`src/rtl/pipe_skid_reg_pkg.sv`:
```
// Shared types and constants for the parametrised pipeline-stage register.
// Stage wrappers size their packed payloads from the widths below.
package pipe_skid_reg_pkg;

  localparam int unsigned MEMWB_PAYLOAD_W = 150;
  localparam int unsigned STALL_CNT_W     = 16;

  typedef enum logic [1:0] {
    ST_EMPTY = 2'b00,
    ST_ONE   = 2'b01,
    ST_TWO   = 2'b10
  } skid_state_e;

  function automatic logic [1:0] state_occ(input skid_state_e st);
    case (st)
      ST_ONE:  return 2'd1;
      ST_TWO:  return 2'd2;
      default: return 2'd0;
    endcase
  endfunction

endpackage

```
`src/rtl/pipe_skid_reg_sat_counter.sv`:
```
// Saturating up-counter with synchronous clear; shared by the pipeline
// performance counters.
module sat_counter #(
  parameter int unsigned W = 16
) (
  input  logic         cpu_clk_50M,
  input  logic         clr,
  input  logic         inc,
  output logic [W-1:0] count
);

  always_ff @(posedge cpu_clk_50M) begin
    if (clr)
      count <= '0;
    else if (inc && (count != '1))
      count <= count + W'(1);
  end

endmodule

```
`src/rtl/pipe_skid_reg.sv`:
```
// Pipeline-stage register with valid/ready handshake, flush, optional
// 2-entry skid buffer and a saturating stall-cycle counter.
module pipe_skid_reg
  import pipe_skid_reg_pkg::*;
#(
  parameter int unsigned        DATA_W  = MEMWB_PAYLOAD_W,
  parameter logic [DATA_W-1:0]  NOP_VAL = {DATA_W{1'b0}},
  parameter bit                 SKID_EN = 1'b1,
  parameter int unsigned        CNT_W   = STALL_CNT_W
) (
  input  logic              cpu_clk_50M,
  input  logic              cpu_rst,
  input  logic              flush,
  input  logic              in_valid,
  output logic              in_ready,
  input  logic [DATA_W-1:0] in_data,
  output logic              out_valid,
  input  logic              out_ready,
  output logic [DATA_W-1:0] out_data,
  output logic [1:0]        occupancy,
  output logic [CNT_W-1:0]  stall_cnt
);

  skid_state_e       state_q, state_d;
  logic [DATA_W-1:0] main_q, main_d;
  logic [DATA_W-1:0] skid_q, skid_d;
  logic              in_ready_q;
  logic              in_fire, out_fire;

  assign out_valid = (state_q != ST_EMPTY);
  assign out_data  = main_q;
  assign occupancy = state_occ(state_q);
  assign in_ready  = SKID_EN ? in_ready_q : (~out_valid | out_ready);
  assign in_fire   = in_valid & in_ready;
  assign out_fire  = out_valid & out_ready;

  always_comb begin
    state_d = state_q;
    main_d  = main_q;
    skid_d  = skid_q;
    if (flush) begin
      state_d = ST_EMPTY;
      main_d  = NOP_VAL;
      skid_d  = NOP_VAL;
    end else if (SKID_EN) begin
      case (state_q)
        ST_EMPTY: begin
          if (in_fire) begin
            main_d  = in_data;
            state_d = ST_ONE;
          end
        end
        ST_ONE: begin
          if (in_fire && out_fire) begin
            main_d = in_data;
          end else if (in_fire) begin
            skid_d  = in_data;
            state_d = ST_TWO;
          end else if (out_fire) begin
            main_d  = NOP_VAL;
            state_d = ST_EMPTY;
          end
        end
        ST_TWO: begin
          if (out_fire) begin
            main_d  = skid_q;
            skid_d  = NOP_VAL;
            state_d = ST_ONE;
          end
        end
        default: begin
          state_d = ST_EMPTY;
          main_d  = NOP_VAL;
          skid_d  = NOP_VAL;
        end
      endcase
    end else begin
      // Single-register mode: a concurrent in/out fire is a straight replacement.
      if (in_fire) begin
        main_d  = in_data;
        state_d = ST_ONE;
      end else if (out_fire) begin
        main_d  = NOP_VAL;
        state_d = ST_EMPTY;
      end
    end
  end

  always_ff @(posedge cpu_clk_50M) begin
    if (cpu_rst) begin
      state_q    <= ST_EMPTY;
      main_q     <= NOP_VAL;
      skid_q     <= NOP_VAL;
      in_ready_q <= 1'b1;
    end else begin
      state_q    <= state_d;
      main_q     <= main_d;
      skid_q     <= skid_d;
      in_ready_q <= (state_d != ST_TWO);
    end
  end

  sat_counter #(
    .W (CNT_W)
  ) u_stall_cnt (
    .cpu_clk_50M (cpu_clk_50M),
    .clr         (cpu_rst),
    .inc         (out_valid & ~out_ready),
    .count       (stall_cnt)
  );

endmodule

```
`config.mk`:
```
export PLATFORM = sky130hd
export DESIGN_NAME = pipe_skid_reg
export DESIGN_NICKNAME = d
export VERILOG_FILES = /design/src/rtl/pipe_skid_reg_pkg.sv /design/src/rtl/pipe_skid_reg_sat_counter.sv /design/src/rtl/pipe_skid_reg.sv
export SDC_FILE = /design/constraint.sdc
export NUM_CORES = 1
export LEC_CHECK = 0
export BUFFER_PORTS_ARGS = -buffer_cell sky130_fd_sc_hd__buf_4
export CAP_MARGIN = 20
export CORE_AREA = 2 2 194 196
export DETAILED_ROUTE_END_ITERATION = 10
export DIE_AREA = 0 0 196 198
export PLACE_DENSITY = 0.68
export SLEW_MARGIN = 20
export SYNTH_ARGS = -nofsm -noshare
export SYNTH_HDL_FRONTEND = slang
export SYNTH_SLANG_ARGS = --single-unit
```
`constraint.sdc`:
```
create_clock -name cpu_clk_50M -period 1.6 [get_ports cpu_clk_50M]
set_input_delay 0.24 -clock cpu_clk_50M [delete_from_list [all_inputs] [get_ports cpu_clk_50M]]
set_output_delay 0.24 -clock cpu_clk_50M [all_outputs]
set_load 0.005 [all_outputs]
```
==> metrics.cfg <==
[yosys]
synth_top_family_by_area=simple AND/OR/NAND/NOR gates
synth_area_leaders=dfxtp_1, mux2i_1, nor2_1
netlist_instances=1898
avgSynthCellArea_sq_um=8.40
synth-xor-area-share_pct=0.0549
ys_ff_latch=319
yosys.area.top_type=dfxtp_1
synth_edf_count=0
ys_seq_area_share_pct=40.0
synthesis.nets=2054
synth_top_area_share_pct=40.0
synth-adder-area-share_pct=0.0785
yosysUniqueCellTypes=52
synth_compound_area_share_pct=17.8
synth-simple-area-share_pct=21.0
async_flop_share_pct=0
yosysMostFrequentCell=dfxtp_1
synth_mux_area_share_pct=13.8
ys.flop_type=dfxtp_1
synth_common_cells=dfxtp_1, nor2_1, mux2i_1
synth_area_sq_um=15900
yosys_warnings=0

[min_path]
holdCritStartpoint=in_data[30]
hold_class=input pin to flop

[finish]
multiInputGateArea_sq_um=8830
final_area_sq_um=22000
drive_gt1_share_pct=27.8
final_nets=2392
final_cells=2739
fillers=3174
regArea_sq_um=6420
syn_to_final_growth_pct=38.1
fin_util_pct=59.6

[timing]
fin_crit_sh_pct=104
fin_ws_ps=-65.4
hold_viol=0
fin_crit_ps=1670
whs_ps=63.4
rsz0062_at_grt=yes
slew_viol_final=0
tns_ps=-2730
max_freq_ghz=0.600
max_slew_margin_pct=74.6
worstMarginPinSlew_ps=379
setup_violations=96
skew_ps=13.4

[clock_tree]
cts.sinks=319
cts_buffers=38
clk_latency_ps=530
cts_root_buf=clkbuf_16
tritoncts=yes
holdBufCountCts=0
clk_pin_slew_ps=60
clock_path_buffers=3
h-tree-depth=2

[run_status]
violations=setup timing
status=finished, violations left

[placed_design]
dp_slack_ps=-90.0
gp_congestion=0.819
placed_area_sq_um=19700
placedCellCount=2621
dpl.hpwl_um=31900
port_buffers=324

[critical_path]
crit_slowest_cell=o41ai_4
cp.arrival_ps=2070
crit_path_start=u_stall_cnt.count[9]
r2r-start=u_stall_cnt.count[9]
path_max_fanout=7
path_cells=nand4_1, buf_4, o41ai_4, buf_6, mux2i_1, nor2_1
worstSetupStartpointType=flop
critPathKind=flop to flop
critPathRequiredTime_ps=2000
critPathCaptureType=flop
cpPeakStageDelay_ps=450

[global_route]
grt_first_pass_wirelength_um=80100
grt_usage_pct=25.5
grt_pass1_vias=14900
grt_max_degree=63
grt_overflow_total=0
antenna_found_initial=3

[flow_run]
cap_violations=0

[power]
power_mw=19.6
p_per_area_nw_per_um2=888
ir_worst_vdd_v=0.000615
cellLeakagePower_nw=8.79

[floorplan]
rows=71
pin_count=325
fp.dieW_um=196
die_height_um=198
dieArea_sq_um=38800
floorplan.initialDensity_pct=43.2
core_sq_um=37000

[route]
route.detailed.drc=0
dr.pass1.iters=7
wl_per_cell_um=19.5
vias_per_cell=5.61
wirelength_um=53400
ant_nets=0
via_count=15400
drt_iter0_drc=1018

-- cells by family (layout without fill, tap and decap cells) --
family | count (synthesis) | count (layout)
simple gates | 680 | 680
compound gates | 416 | 416
flops | 319 | 319
buf+inv | 262 | 628
mux | 219 | 219
fa+ha+maj | 1 | 1
xor+xnor | 1 | 1
other cells | 0 | 1
-- critical path: cells and delay by family (launching register included) --
kind	cells	cell delay, ps
AOI/OAI and AO/OA	1	450
DFF	1	370
buffers and inverters	2	370
and+or+nand+nor	2	190
muxes	1	170
-- placed cells by master, fill, tap and decap left out, types with 54 or more instances in the layout --
cell type    n
a32oi_1     54
and2_1     163
o32ai_1     56
o211ai_1    84
a21oi_1    176
buf_4      400
nor2_1     290
dfxtp_1    306
inv_1       71
nand2_1     85
nand2b_1    84
mux2i_1    217
-- flip-flops by register name, summed over array words and instances (netlist names) --
signal and count:
state_q 2, out_data 150, in_ready 1, u_stall_cnt.count 16
skid_q 150
-- area by class of cell --
cell class                      count  area share (%)
Sequential cell                   319            29.1
Multi-Input combinational cell   1317            40.1
Timing Repair Buffer              487            21.2
Clock inverter                      7           0.182
Antenna cell                        1          0.0114
Clock buffer                       61            5.36
Tap cell                          474            2.69
Inverter                           73            1.27
-- per-layer routing --
layer | track usage, % | vias up | wire [um]
met5 | 0 | - | 23
met4 | 9.48 | 4 | 1630
met3 | 5.84 | 111 | 4090
met2 | 43.0 | 595 | 25400
met1 | 31.9 | 7396 | 22200
li1 | - | 7258 | -
-- final timing paths --
kind                               end  slack [ps]  cells past startpoint
setup / recovery  u_stall_cnt.count[1]         -70                      6
hold / removal              skid_q[30]          60                      4
setup reg to reg  u_stall_cnt.count[1]         -70                      6
hold reg to reg          out_data[109]         450                      2
-- where the power goes --
part           total, mW  switching [mW]  internal, mW
Sequential          8.19          0.0992          8.09
Clock               8.46            3.41          5.05
Combinational       2.91            1.52          1.39
-- timing repair --
action / CTS / global route
buffers inserted: 15 / 21
endpoints found under the setup margin: 109 / 256
gates cloned: 5 / 8
gates resized for setup: 48 / 65
pin swaps: 15 / 18
(Power assumes the default switching activity.)
